### src/rtl/px_grid_renderer.sv
// Frame buffer for the 16x12 colour grid, with a bulk-clear engine and a
// fixed 2-cycle scan-out read path indexed by the VGA pixel position.
module px_grid_renderer #(
    parameter int unsigned AW        = 8,
    parameter int unsigned DW        = 3,
    parameter int unsigned COLS      = 16,
    parameter int unsigned ROWS      = 12,
    parameter int unsigned CELL      = 40,
    parameter logic [DW-1:0] CLR_COLOR = 3'b111
) (
    input  logic          clk,
    input  logic          rst,
    input  logic          px_wr,
    input  logic [AW-1:0] px_addr,
    input  logic [DW-1:0] px_data,
    input  logic          clr_req,
    input  logic [9:0]    vga_x,
    input  logic [9:0]    vga_y,
    input  logic          vga_de,
    output logic [DW-1:0] rgb,
    output logic          rgb_de,
    output logic          busy
);

    localparam int unsigned NCELL = COLS * ROWS;
    localparam int unsigned X_MAX = COLS * CELL;
    localparam int unsigned Y_MAX = ROWS * CELL;

    localparam logic [0:0] ST_CLEAR = 1'b0;
    localparam logic [0:0] ST_IDLE  = 1'b1;

    logic [0:0]    state, state_nxt;
    logic [AW-1:0] clr_idx, clr_idx_nxt;

    logic          mem_we_c;
    logic [AW-1:0] mem_waddr_c;
    logic [DW-1:0] mem_wdata_c;

    logic [DW-1:0] mem [NCELL];

    logic [9:0]    col_c, row_c, idx_full_c;
    logic          in_range_c;
    logic [AW-1:0] idx_c;

    logic [AW-1:0] idx_q;
    logic          in_range_q;

    // State register and clear pointer
    always_ff @(posedge clk or posedge rst) begin
        if (rst) begin
            state   <= ST_CLEAR;
            clr_idx <= '0;
            busy    <= 1'b1;
        end else begin
            state   <= state_nxt;
            clr_idx <= clr_idx_nxt;
            busy    <= (state_nxt == ST_CLEAR);
        end
    end

    // Next state and single write-port arbitration (clear engine owns it in CLEAR)
    always_comb begin
        state_nxt   = state;
        clr_idx_nxt = clr_idx;
        mem_we_c    = 1'b0;
        mem_waddr_c = px_addr;
        mem_wdata_c = px_data;
        case (state)
            ST_CLEAR: begin
                mem_we_c    = 1'b1;
                mem_waddr_c = clr_idx;
                mem_wdata_c = CLR_COLOR;
                if (clr_idx == AW'(NCELL - 1)) begin
                    state_nxt   = ST_IDLE;
                    clr_idx_nxt = '0;
                end else begin
                    clr_idx_nxt = clr_idx + AW'(1);
                end
            end
            default: begin
                mem_we_c = px_wr && (px_addr < AW'(NCELL));
                if (clr_req) begin
                    state_nxt   = ST_CLEAR;
                    clr_idx_nxt = '0;
                end
            end
        endcase
    end

    // Grid storage has no reset; the clear engine initialises it
    always_ff @(posedge clk) begin
        if (mem_we_c) begin
            mem[mem_waddr_c] <= mem_wdata_c;
        end
    end

    // Pixel-to-cell mapping; out-of-range pixels point at cell 0 to keep the index legal
    always_comb begin
        col_c      = vga_x / 10'(CELL);
        row_c      = vga_y / 10'(CELL);
        idx_full_c = row_c * 10'(COLS) + col_c;
        in_range_c = vga_de && (vga_x < 10'(X_MAX)) && (vga_y < 10'(Y_MAX));
        idx_c      = in_range_c ? AW'(idx_full_c) : '0;
    end

    // Two-stage read pipeline; the memory read is read-first against a same-cycle write
    always_ff @(posedge clk or posedge rst) begin
        if (rst) begin
            idx_q      <= '0;
            in_range_q <= 1'b0;
            rgb        <= '0;
            rgb_de     <= 1'b0;
        end else begin
            idx_q      <= idx_c;
            in_range_q <= in_range_c;
            rgb        <= in_range_q ? mem[idx_q] : '0;
            rgb_de     <= in_range_q;
        end
    end

endmodule

### config.mk
export PLATFORM = sky130hd
export DESIGN_NAME = px_grid_renderer
export DESIGN_NICKNAME = d
export VERILOG_FILES = /design/src/rtl/px_grid_renderer.sv
export SDC_FILE = /design/constraint.sdc
export NUM_CORES = 1
export LEC_CHECK = 0
export CAP_MARGIN = 25
export CORE_MARGIN = 3
export CORE_UTILIZATION = 40
export CTS_CLUSTER_SIZE = 28
export DETAILED_ROUTE_END_ITERATION = 7
export PLACE_DENSITY_LB_ADDON = 0.15
export RECOVER_POWER = 100
export SYNTH_ARGS = -nofsm -noshare
export SYNTH_HDL_FRONTEND = slang
export SYNTH_SLANG_ARGS = --single-unit
### constraint.sdc
create_clock -name clk -period 5.3 [get_ports clk]
set_input_delay 0.53 -clock clk [delete_from_list [all_inputs] [get_ports clk]]
set_output_delay 0.53 -clock clk [all_outputs]
set_load 0.02 [all_outputs]
Word level (Yosys, flattened, before mapping). Memories as Yosys holds them, arrays and structs flattened. Cells that the tools add are included.

Register bits: 23. Bits in latches: 0. Memory bits (writable): 576. Memory bits (read-only): 0. Output and inout port bits: 5. Memories kept: 1.

Memories: mem (depth 192, width 3, read ports 1, clocked after Yosys merged registers in 0, write ports 1, RTL line 39) `logic [DW-1:0] mem [NCELL];`.

$add $sub $neg: 2. Multipliers: 0. Div/mod/pow operators: 2. Magnitude comparators: 3. Equal/unequal tests: 2. Shift-type cells: 0. Multiplexer cells: 13. Bitwise logic cells: 1. Reduce and logical (&&, ||, !) cells: 3.

Operators by type and width (count): $mux 8 (5); $div 10x6->10 const B (2); $lt 10x10->1 const B (1); $lt 10x9->1 const B (1); $add 8x1->8 const B (1); $add 8x8->8 (1); $eq 8x8->1 const B (1); $lt 8x8->1 const B (1); $mux 1 (6); $mux 3 (2); $logic_and 1x1->1 (3); $ne 2x2->1 const B (1); $not 1->1 (1).

Logic depth before layout (Yosys ltp). Gate-level depths: netlist (run 1).

Depth in word-level cells: 5. Gate-level depth with buffers: 12. Gate-level depth less buffers: 10.

Worst setup path after synthesis (run 1). No wires, ideal clock.

Kind: register -> register. From: register state. To: memory mem[0][0] (data pin). Library setup time: 728 ps. Arrival: 3380 ps. Required time: 4572 ps. Slack: 1192 ps. Cell stages (with the launch flop): 5. Buffers on the path: 3. Clock period less this slack: 4108 ps. Cells stage by stage: dfrtp_1 buf_2 clkbuf_1 buf_1 nand2b_1.

Longest elaborated chain between the ends: 1.

Ends and longest elaborated chain: start, declared (RTL line 32) `logic [0:0] state, state_nxt;`; start signal, assigned (RTL line 55) `state <= state_nxt;`; $mux 3 (RTL line 68) `case (state)`; via mem_wdata_c[0] (RTL line 37) `logic [DW-1:0] mem_wdata_c;`; end, declared (RTL line 39).

The timed path passes the listed nets, and every way through them passes these cells.

Worst setup path after layout (run 1).
From: register state. To: memory mem[48][0] (data pin).

Same word-level chain as after synthesis.

==> impl_metrics.tcl, run 1 <==
set metrics [dict create \
    status "finished with violations" \
    failed_checks "max-capacitance violations, max-slew violations" \
    fin_setup_tns_ps 0 \
    worstSkewPairLatency_ps 610 \
    place_area_sq_um 26230 \
    overflow 0 \
    grt_pass1_vias 13820 \
    syn_nets 1495 \
    dp_hpwl_mm 40.67 \
    avgSynthCellArea_sq_um 17.12 \
    drv_slew 298 \
    path_cells "clkbuf_1 > nand2b_2 > clkbuf_2" \
    cp_max_fo 80 \
    hp-class "register to register" \
    final_util_pct 46.24 \
    clkTransAtPathRegs_ps 60 \
    ctsHoldBuffers 0 \
    cts_resized 0 \
    hold_path_end "rgb_de" \
    synth-simple-area-share_pct 7.091 \
    clock.fmax_mhz 248.3 \
    max-slew-margin-rel_pct -24.53 \
    drive_gt1_share_pct 17.34 \
    postSynthCellCount 1456 \
    r2r_setup_slack_ps 1270 \
    drcViolationCount 0 \
    wl_met2_mm 30.35 \
    cts_buffers 66 \
    first_pass_iters 5 \
    synth_top_flop_cell "edfxtp_1" \
    r2r_cells 3 \
    cap_violations 5 \
    ys_top_cells_by_count "edfxtp_1, nor2_1, mux4_2, nand2_1, clkbuf_1" \
    syn-cell-area_sq_um 24930 \
    dieArea_sq_um 65360 \
    finalPower_mw 11.08 \
    r2r_start "state" \
    grt.total_usage_pct 19.51 \
    synthArstFlopShare_pct 3.840 \
    tightest_slew_ps 1868 \
    cts-htree-levels 3 \
    crit_path_end_kind "register" \
    synth_seq_cells 599 \
    grt_max_degree 86 \
    fp.dieW_microns 255.7 \
    hp-start "in_range_q" \
    synth-edff-count 576 \
    vias 13450 \
    fin_crit_sh_pct 75.99 \
    io_pins 41 \
    cp.required_ps 5490 \
    synth_top_area_share_pct 69.38 \
    drtIter0Drc 1499 \
    grt_pass1_wl_mm 93.96 \
    fp-row-count 90 \
    synth_warnings 0 \
    portBuffers 34 \
    synthMuxAreaShare_pct 14.08 \
    synth_compound_area_share_pct 4.396 \
    viasPerCell 5.651 \
    worst_path_max_delay_cell "nand2b_2" \
    start_kind "register" \
    fin_worst_skew_ps 20.49 \
    cts_tree "built" \
    ys_top_cells_by_area "edfxtp_1, mux4_2, nor2_1" \
    hold-path-cell-count 0 \
    nets 1542 \
    route.met3.wl_mm 4.068 \
    synthXorXnorAreaFrac_pct 0.2810 \
    coreArea_sq_um 61030 \
    synth_most_common_cell "edfxtp_1" \
    ant_nets 0 \
    start_util_pct 40.85 \
    power_leakage_nw 8.086 \
    slowest_delay_ps 1300 \
    ys_seq_area_share_pct 71.69 \
    worstPathArrival_ps 4220 \
    design_area_sq_um 28220 \
    hold_viol_final 0 \
    synth_top_family_by_area "multiplexers" \
    drt_wl_total_mm 63.64 \
    crit_type "register to register" \
    synthToLayoutAreaGrowth_pct 13.20 \
    post-route-min-period_ps 4028 \
    cts_root_buf "clkbuf_16" \
    clock_path_buffers 3 \
    post_cts_buffers 0 \
    place_congestion 0.8603 \
    rsz0062_at_grt "false" \
    highest_layer "met4" \
    yosys.area.top_type "edfxtp_1" \
    met1_length_mm 27.92 \
    setup_viol 0 \
    p_per_area_nw_per_um2 392.5 \
    synth.distinct_cells 74 \
    antenna_found_initial 1 \
    cts.sinks 599 \
    synthAdderAreaFrac_pct 0.2309 \
    wire_per_inst_microns 26.74 \
    dieHeight_microns 255.7 \
    ir_worst_vdd_mv 0.2281 \
    hold_ws_ps 413.4 \
    r2r_end "mem[48][0]" \
]
==> cells by family (layout without fill, tap and decap cells) <==
logic type,after synthesis,in the layout
simple gates,407,407
compound gates,154,154
fa+ha+maj,5,5
flops,599,599
mux,175,175
other cells,0,1
xor+xnor,8,8
buf+inv,108,203
==> flip-flops by register name, indices dropped and copies added, names as in the netlist <==
register    count
busy            1
clr_idx         8
idx_q           8
in_range_q      1
mem           576
rgb             3
rgb_de          1
state           1
==> how the worst max path moves through the flow <==
stage               slack [ps]  cells past startpoint    endpoint      from
finish                    1270                      3  mem[48][0]     state
floorplan                 1190                      4   mem[0][0]     state
global placement          1890                     11    idx_q[7]  vga_y[8]
global route               970                      3  mem[76][0]     state
detailed placement        1860                     10    idx_q[6]  vga_y[8]
CTS                       1900                      7      rgb[1]  idx_q[0]
==> routing by layer <==
layer / vias to the layer above / global-route usage, %
met5: - / 0
met4: 0 / 5.527
met3: 76 / 3.671
met2: 441 / 30.98
met1: 7070 / 27.74
li1: 5863 / -
==> cell type report <==
cell class / instances / area, sq um
Timing Repair Buffer: 72 / 646.9
Multi-Input combinational cell: 749 / 6505
Clock buffer: 81 / 1760
Antenna cell: 1 / 2.502
Fill cell: 5313 / 32810
Inverter: 15 / 56.30
Sequential cell: 599 / 17880
Tap cell: 828 / 1036
Clock inverter: 35 / 332.8
==> power by group <==
group / total (mW) / switching (mW) / leakage (nW) / internal (mW)
clock: 4.46 / 1.85 / 1.03 / 2.61
sequential: 5.37 / 0.0970 / 4.99 / 5.27
combinational: 1.25 / 0.917 / 2.07 / 0.335
==> through the flow <==
stage | worst slack [ps] | std cells
global placement | 1893 | 2257
finish | 1272 | 2380
CTS | 1900 | 2377
global route | 970.4 | 2379
floorplan | 1192 | 1456
detailed placement | 1858 | 2261
==> cells in the final DEF (no fill, tap or decap), types with 15 or more instances in the layout <==
cell               n
buf_4             24
o21ai_0           27
mux2i_1           35
dfrtp_1           19
nor2b_1           17
mux4_2           130
clkbuf_16         68
clkdlybuf4s50_1   23
nor3_1            15
nand2_1           71
a21oi_1           17
nor2_1           233
o22ai_1           16
a22oi_1           23
edfxtp_1         576
clkbuf_1          20
nand2b_1          18
==> critical path: cells and delay by family, from the launching register on <==
kind	cells	cell delay [ps]
flops	1	320
buf+inv	2	1880
simple gates	1	1300
Power figures use the tool's default switching activity.
==> run 2: changes to the inputs <==
- clock period: 5.3 -> 3.9 ns (I/O delays scaled with it)
==> run 2 against run 1 <==
Compared with the run above: the flow still finishes with violations (max-capacitance violations, max-slew violations); die area is the same; routed wire length shrank 0.71%; design area grew 0.63%; total power grew 36%; setup slack lost 750 ps; critical path depth grew 3; utilization grew 0.29 points; count of clock-buffer cells in the layout grew 5; non-clock buffer count grew 31; critical endpoint is now rgb[0]; largest power group unchanged.
==> impl_metrics.tcl, run 2 (synthesized netlist as in run 1, its figures left out) <==
set metrics [dict create \
    highest_layer "met4" \
    worst_path_max_delay_cell "nor2_1" \
    cts_root_buf "clkbuf_16" \
    layout_commonest_cell "edfxtp_1" \
    start_kind "register" \
    fin_crit_sh_pct 86.66 \
    grt_pass1_wl_mm 93.38 \
    ant_nets 0 \
    cp.required_ps 4410 \
    viasPerCell 5.670 \
    tightest_slew_ps 2155 \
    largest_register "mem" \
    post-route-min-period_ps 3380 \
    start_util_pct 40.85 \
    setup_viol 0 \
    path_cells "clkinv_1 > nor2_1 > a22oi_1 > a21oi_1 > a211oi_1 > nor3_1" \
    slowest_delay_ps 960 \
    route.met3.wl_mm 4.220 \
    place_congestion 0.8277 \
    layout_common_cells "edfxtp_1, nor2_1, mux4_2" \
    ctsHoldBuffers 0 \
    worstPathArrival_ps 3890 \
    hold_viol_final 0 \
    overflow 0 \
    crit_buf_inv 1 \
    p_per_area_nw_per_um2 529.8 \
    drive_gt1_share_pct 18.14 \
    dp_hpwl_mm 41.28 \
    antenna_cells 0 \
    cts_tree "built" \
    dieHeight_microns 255.7 \
    crit_path_end_kind "register" \
    cap_violations 2 \
    cp_top_family "simple AND/OR/NAND/NOR gates" \
    fin_ws_ps 520.1 \
    ir_worst_vdd_mv 0.3010 \
    grt_pass1_vias 13980 \
    wire_per_inst_microns 26.22 \
    drcViolationCount 0 \
    vias 13670 \
    grt.total_usage_pct 19.47 \
    grt_max_degree 85 \
    cts_resized 0 \
    drt_wl_total_mm 63.19 \
    drtIter0Drc 1249 \
    fin_worst_skew_ps 20.24 \
    met1_length_mm 27.66 \
    io_pins 41 \
    cp_max_fo 12 \
    crit_type "register to register" \
    final_util_pct 46.53 \
    antenna_found_initial 1 \
    cts_buffers 66 \
    clkTransAtPathRegs_ps 60 \
    largest_reg_flops 576 \
    status "finished with violations" \
    finalPower_mw 15.05 \
    cts-htree-levels 3 \
    portBuffers 34 \
    failed_checks "max-capacitance violations, max-slew violations" \
    synthToLayoutAreaGrowth_pct 13.91 \
    first_pass_iters 6 \
    worstSkewPairLatency_ps 590 \
    drv_slew 134 \
    nets 1573 \
    reg_top3 "mem x576, clr_idx x8, idx_q x8" \
    hold_ws_ps 230.3 \
    hp-class "input port to async pin" \
    place_ws_ps 721.4 \
    fp.dieW_microns 255.7 \
    clock_path_buffers 3 \
    wl_met2_mm 29.67 \
    dieArea_sq_um 65360 \
    cts.sinks 599 \
    power_leakage_nw 8.180 \
    rsz0062_at_grt "false" \
    post_cts_buffers 0 \
    fp-row-count 90 \
    clock.fmax_mhz 295.9 \
    max-slew-margin-rel_pct -43.69 \
    coreArea_sq_um 61030 \
]
==> run 2: changes by cell type in the layout (fill, tap and decap cells not counted), sizes merged <==
cell	delta
buf	+24
clkbuf	+12
clkinv	-8
clkdlybuf4s50	+3
dlygate4sd3	-3
clkinvlp	+2
diode	-1
inv	+1
==> run 2: final timing paths <==
kind | startpoint | slack (ps) | end | depth (start not counted)
worst max-delay path | idx_q[3] | 520 | rgb[0] | 6
worst min-delay path | rst | 230 | clr_idx[2] | 2
min in group clk | vga_de | 400 | idx_q[3] | 3
worst max register to register | idx_q[3] | 520 | rgb[0] | 6
max in group asynchronous | rst | 2350 | idx_q[1] | 3
worst min register to register | in_range_q | 440 | rgb_de | 0
==> run 2: metrics by stage <==
step / setup TNS (ps) / cells / cell area (sq um)
finish: 0 / 2410 / 28400
global route: 0 / 2410 / 28400
CTS: 0 / 2410 / 28530
detailed placement: 0 / 2294 / 26480
global placement: 0 / 2293 / 26450
floorplan: -79950 / 1456 / 24930
==> run 2: power by group <==
part | total (mW) | switching, mW | leakage (nW) | internal (mW)
registers | 7.29 | 0.133 | 4.99 | 7.16
clock network | 5.96 | 2.46 | 0.989 | 3.50
logic | 1.79 | 1.27 | 2.20 | 0.523
==> run 2: layer usage <==
layer,up-vias,track usage (%)
met1,7141,27.83
met2,479,30.25
met5,-,0
met3,106,3.740
li1,5939,-
met4,0,6.446
==> run 2: cell type report <==
class | count | area (sq um)
Fill cell | 5315 | 32630
Inverter | 15 | 56.30
Clock inverter | 30 | 302.8
Clock buffer | 86 | 1748
Timing Repair Buffer | 103 | 875.8
Tap cell | 828 | 1036
Multi-Input combinational cell | 749 | 6500
Sequential cell | 599 | 17880
==> run 3: changes to the inputs <==
- clock period: 3.9 -> 3.01 ns (I/O delays scaled with it)
==> run 3 against run 2 <==
Compared with the run above: non-clock buffer count grew 46; the flow now finishes without violations; clock power grew 27%; critical path depth grew 2; sequential power grew 29%; largest power group unchanged; total power grew 29%; utilization grew 0.67 points; clock skew shrank 0.92 ps; combinational power grew 35%; design area grew 1.4%; first-iteration DRC count grew 1.3%.
==> impl_metrics.tcl, run 3 (synthesized netlist as in run 1, its figures left out) <==
set metrics [dict create \
    grt_pass1_wl_mm 94.37 \
    fin_crit_sh_pct 93.78 \
    finalPower_mw 19.40 \
    drcViolationCount 0 \
    post-route-min-period_ps 2823 \
    r2r_setup_slack_ps 190 \
    dieHeight_microns 255.7 \
    dieArea_sq_um 65360 \
    fp-row-count 90 \
    start_kind "register" \
    setup_viol 0 \
    place_ws_ps 118.8 \
    power_leakage_nw 8.448 \
    cts.sinks 599 \
    clock.fmax_mhz 354.3 \
    wl_met2_mm 30.40 \
    route.met3.wl_mm 3.656 \
    cp_max_fo 9 \
    antenna_found_initial 0 \
    tightest_slew_ps 1475 \
    dp_hpwl_mm 40.96 \
    met1_length_mm 28.04 \
    fin_ws_ps 187.1 \
    status "finished clean" \
    fin_worst_skew_ps 19.33 \
    largest_reg_flops 576 \
    r2r_cells 8 \
    ir_worst_vdd_mv 0.4668 \
    cts_root_buf "clkbuf_16" \
    overflow 0 \
    max-slew-margin-rel_pct 1.656 \
    hp-class "input port to register" \
    cts_buffers 60 \
    slowest_delay_ps 800 \
    drv_slew 0 \
    fin_setup_tns_ps 0 \
    crit_type "register to register" \
    hold_path_end "idx_q[3]" \
    rsz0062_at_grt "false" \
    worstPathArrival_ps 3350 \
    coreArea_sq_um 61030 \
    ant_nets 0 \
    io_pins 41 \
    grt_pass1_vias 14000 \
    hold-path-cell-count 3 \
    nets 1613 \
    grt.total_usage_pct 19.44 \
    viasPerCell 5.576 \
    largest_register "mem" \
    cap_violations 0 \
    r2r_end "rgb[1]" \
    vias 13670 \
    worst_path_max_delay_cell "dfrtp_1" \
    p_per_area_nw_per_um2 673.4 \
    drt_wl_total_mm 63.29 \
    first_pass_iters 5 \
    place_area_sq_um 26890 \
    fillerInstances 5288 \
    drtIter0Drc 1265 \
    clock_path_buffers 3 \
    clkTransAtPathRegs_ps 60 \
    path_cells "clkbuf_2 > buf_4 > nand3_1 > o21ai_0 > or3_1 > a211oi_1 > buf_4 > nor3_1" \
    hp-start "vga_de" \
    fp.dieW_microns 255.7 \
    path_common_cell "buf_4" \
    antenna_cells 0 \
    layout_common_cells "edfxtp_1, nor2_1, mux4_2" \
    worstSkewPairLatency_ps 630 \
    layout_commonest_cell "edfxtp_1" \
    design_area_sq_um 28810 \
    reg_top3 "mem x576, clr_idx x8, idx_q x8" \
    r2r_start "idx_q[2]" \
    cts-htree-levels 2 \
    hold_viol_final 0 \
    grt_max_degree 193 \
    drive_gt1_share_pct 20.94 \
    highest_layer "met4" \
    cp.required_ps 3540 \
    synthToLayoutAreaGrowth_pct 15.55 \
    crit_path_end_kind "register" \
    portBuffers 34 \
    cts_tree "built" \
    start_util_pct 40.85 \
    place_congestion 0.8388 \
    wire_per_inst_microns 25.81 \
]
[run 3: metal layers]
metal,track usage [%],vias to the layer above
li1,-,6002
met1,28.01,7182
met2,31.14,409
met3,3.097,80
met4,4.941,0
met5,0,-
[run 3: where the power goes]
group,internal (mW),switching [mW],leakage [nW]
sequential,9.28,0.160,4.99
clock,4.41,3.13,0.981
combinational,0.758,1.67,2.47
total,14.4,4.96,8.45
[run 3: final cells by class]
| type | count | area (sq um) | share of cell area (%) |
|---|---|---|---|
| sequential | 599 | 17880 | 62.07 |
| multi-input combinational | 749 | 6505 | 22.58 |
| clock buffer | 84 | 1674 | 5.811 |
| timing repair buffer | 149 | 1333 | 4.625 |
| tap | 828 | 1036 | 3.596 |
| clock inverter | 28 | 322.8 | 1.121 |
| inverter | 15 | 56.30 | 0.1954 |
[run 3: worst max-delay path by stage]
stage	startpoint	endpoint	slack (ps)	cells past startpoint
after floorplan	state	mem[0][0]	-1100	4
after global placement	idx_q[0]	rgb[1]	170	8
after detailed placement	idx_q[0]	rgb[1]	120	8
after CTS	idx_q[0]	rgb[1]	90	8
after global routing	state	mem[43][1]	50	5
final	idx_q[2]	rgb[1]	190	8
[run 3: critical path: cells and delay by family, from the launching register on]
kind	cells	cell delay, ps
AOI/OAI and AO/OA	2	590
DFF	1	800
and+or+nand+nor	3	690
buffers and inverters	3	640
[run 3: timing repair]
item	CTS	global route
resized for setup	0	0
endpoints found under the hold margin	9	0
hold buffers	1	0
setup buffers	0	1
endpoints found under the setup margin	0	1
[run 3: metrics by stage]
step | utilization (%) | cells | hold WS [ps]
global placement | 44.05 | 2338 | 447.0
CTS | 47.34 | 2451 | 245.6
floorplan | - | 1456 | 302.2
finish | 47.20 | 2452 | 279.9
detailed placement | 44.05 | 2338 | 424.2
global route | 47.20 | 2452 | 273.8
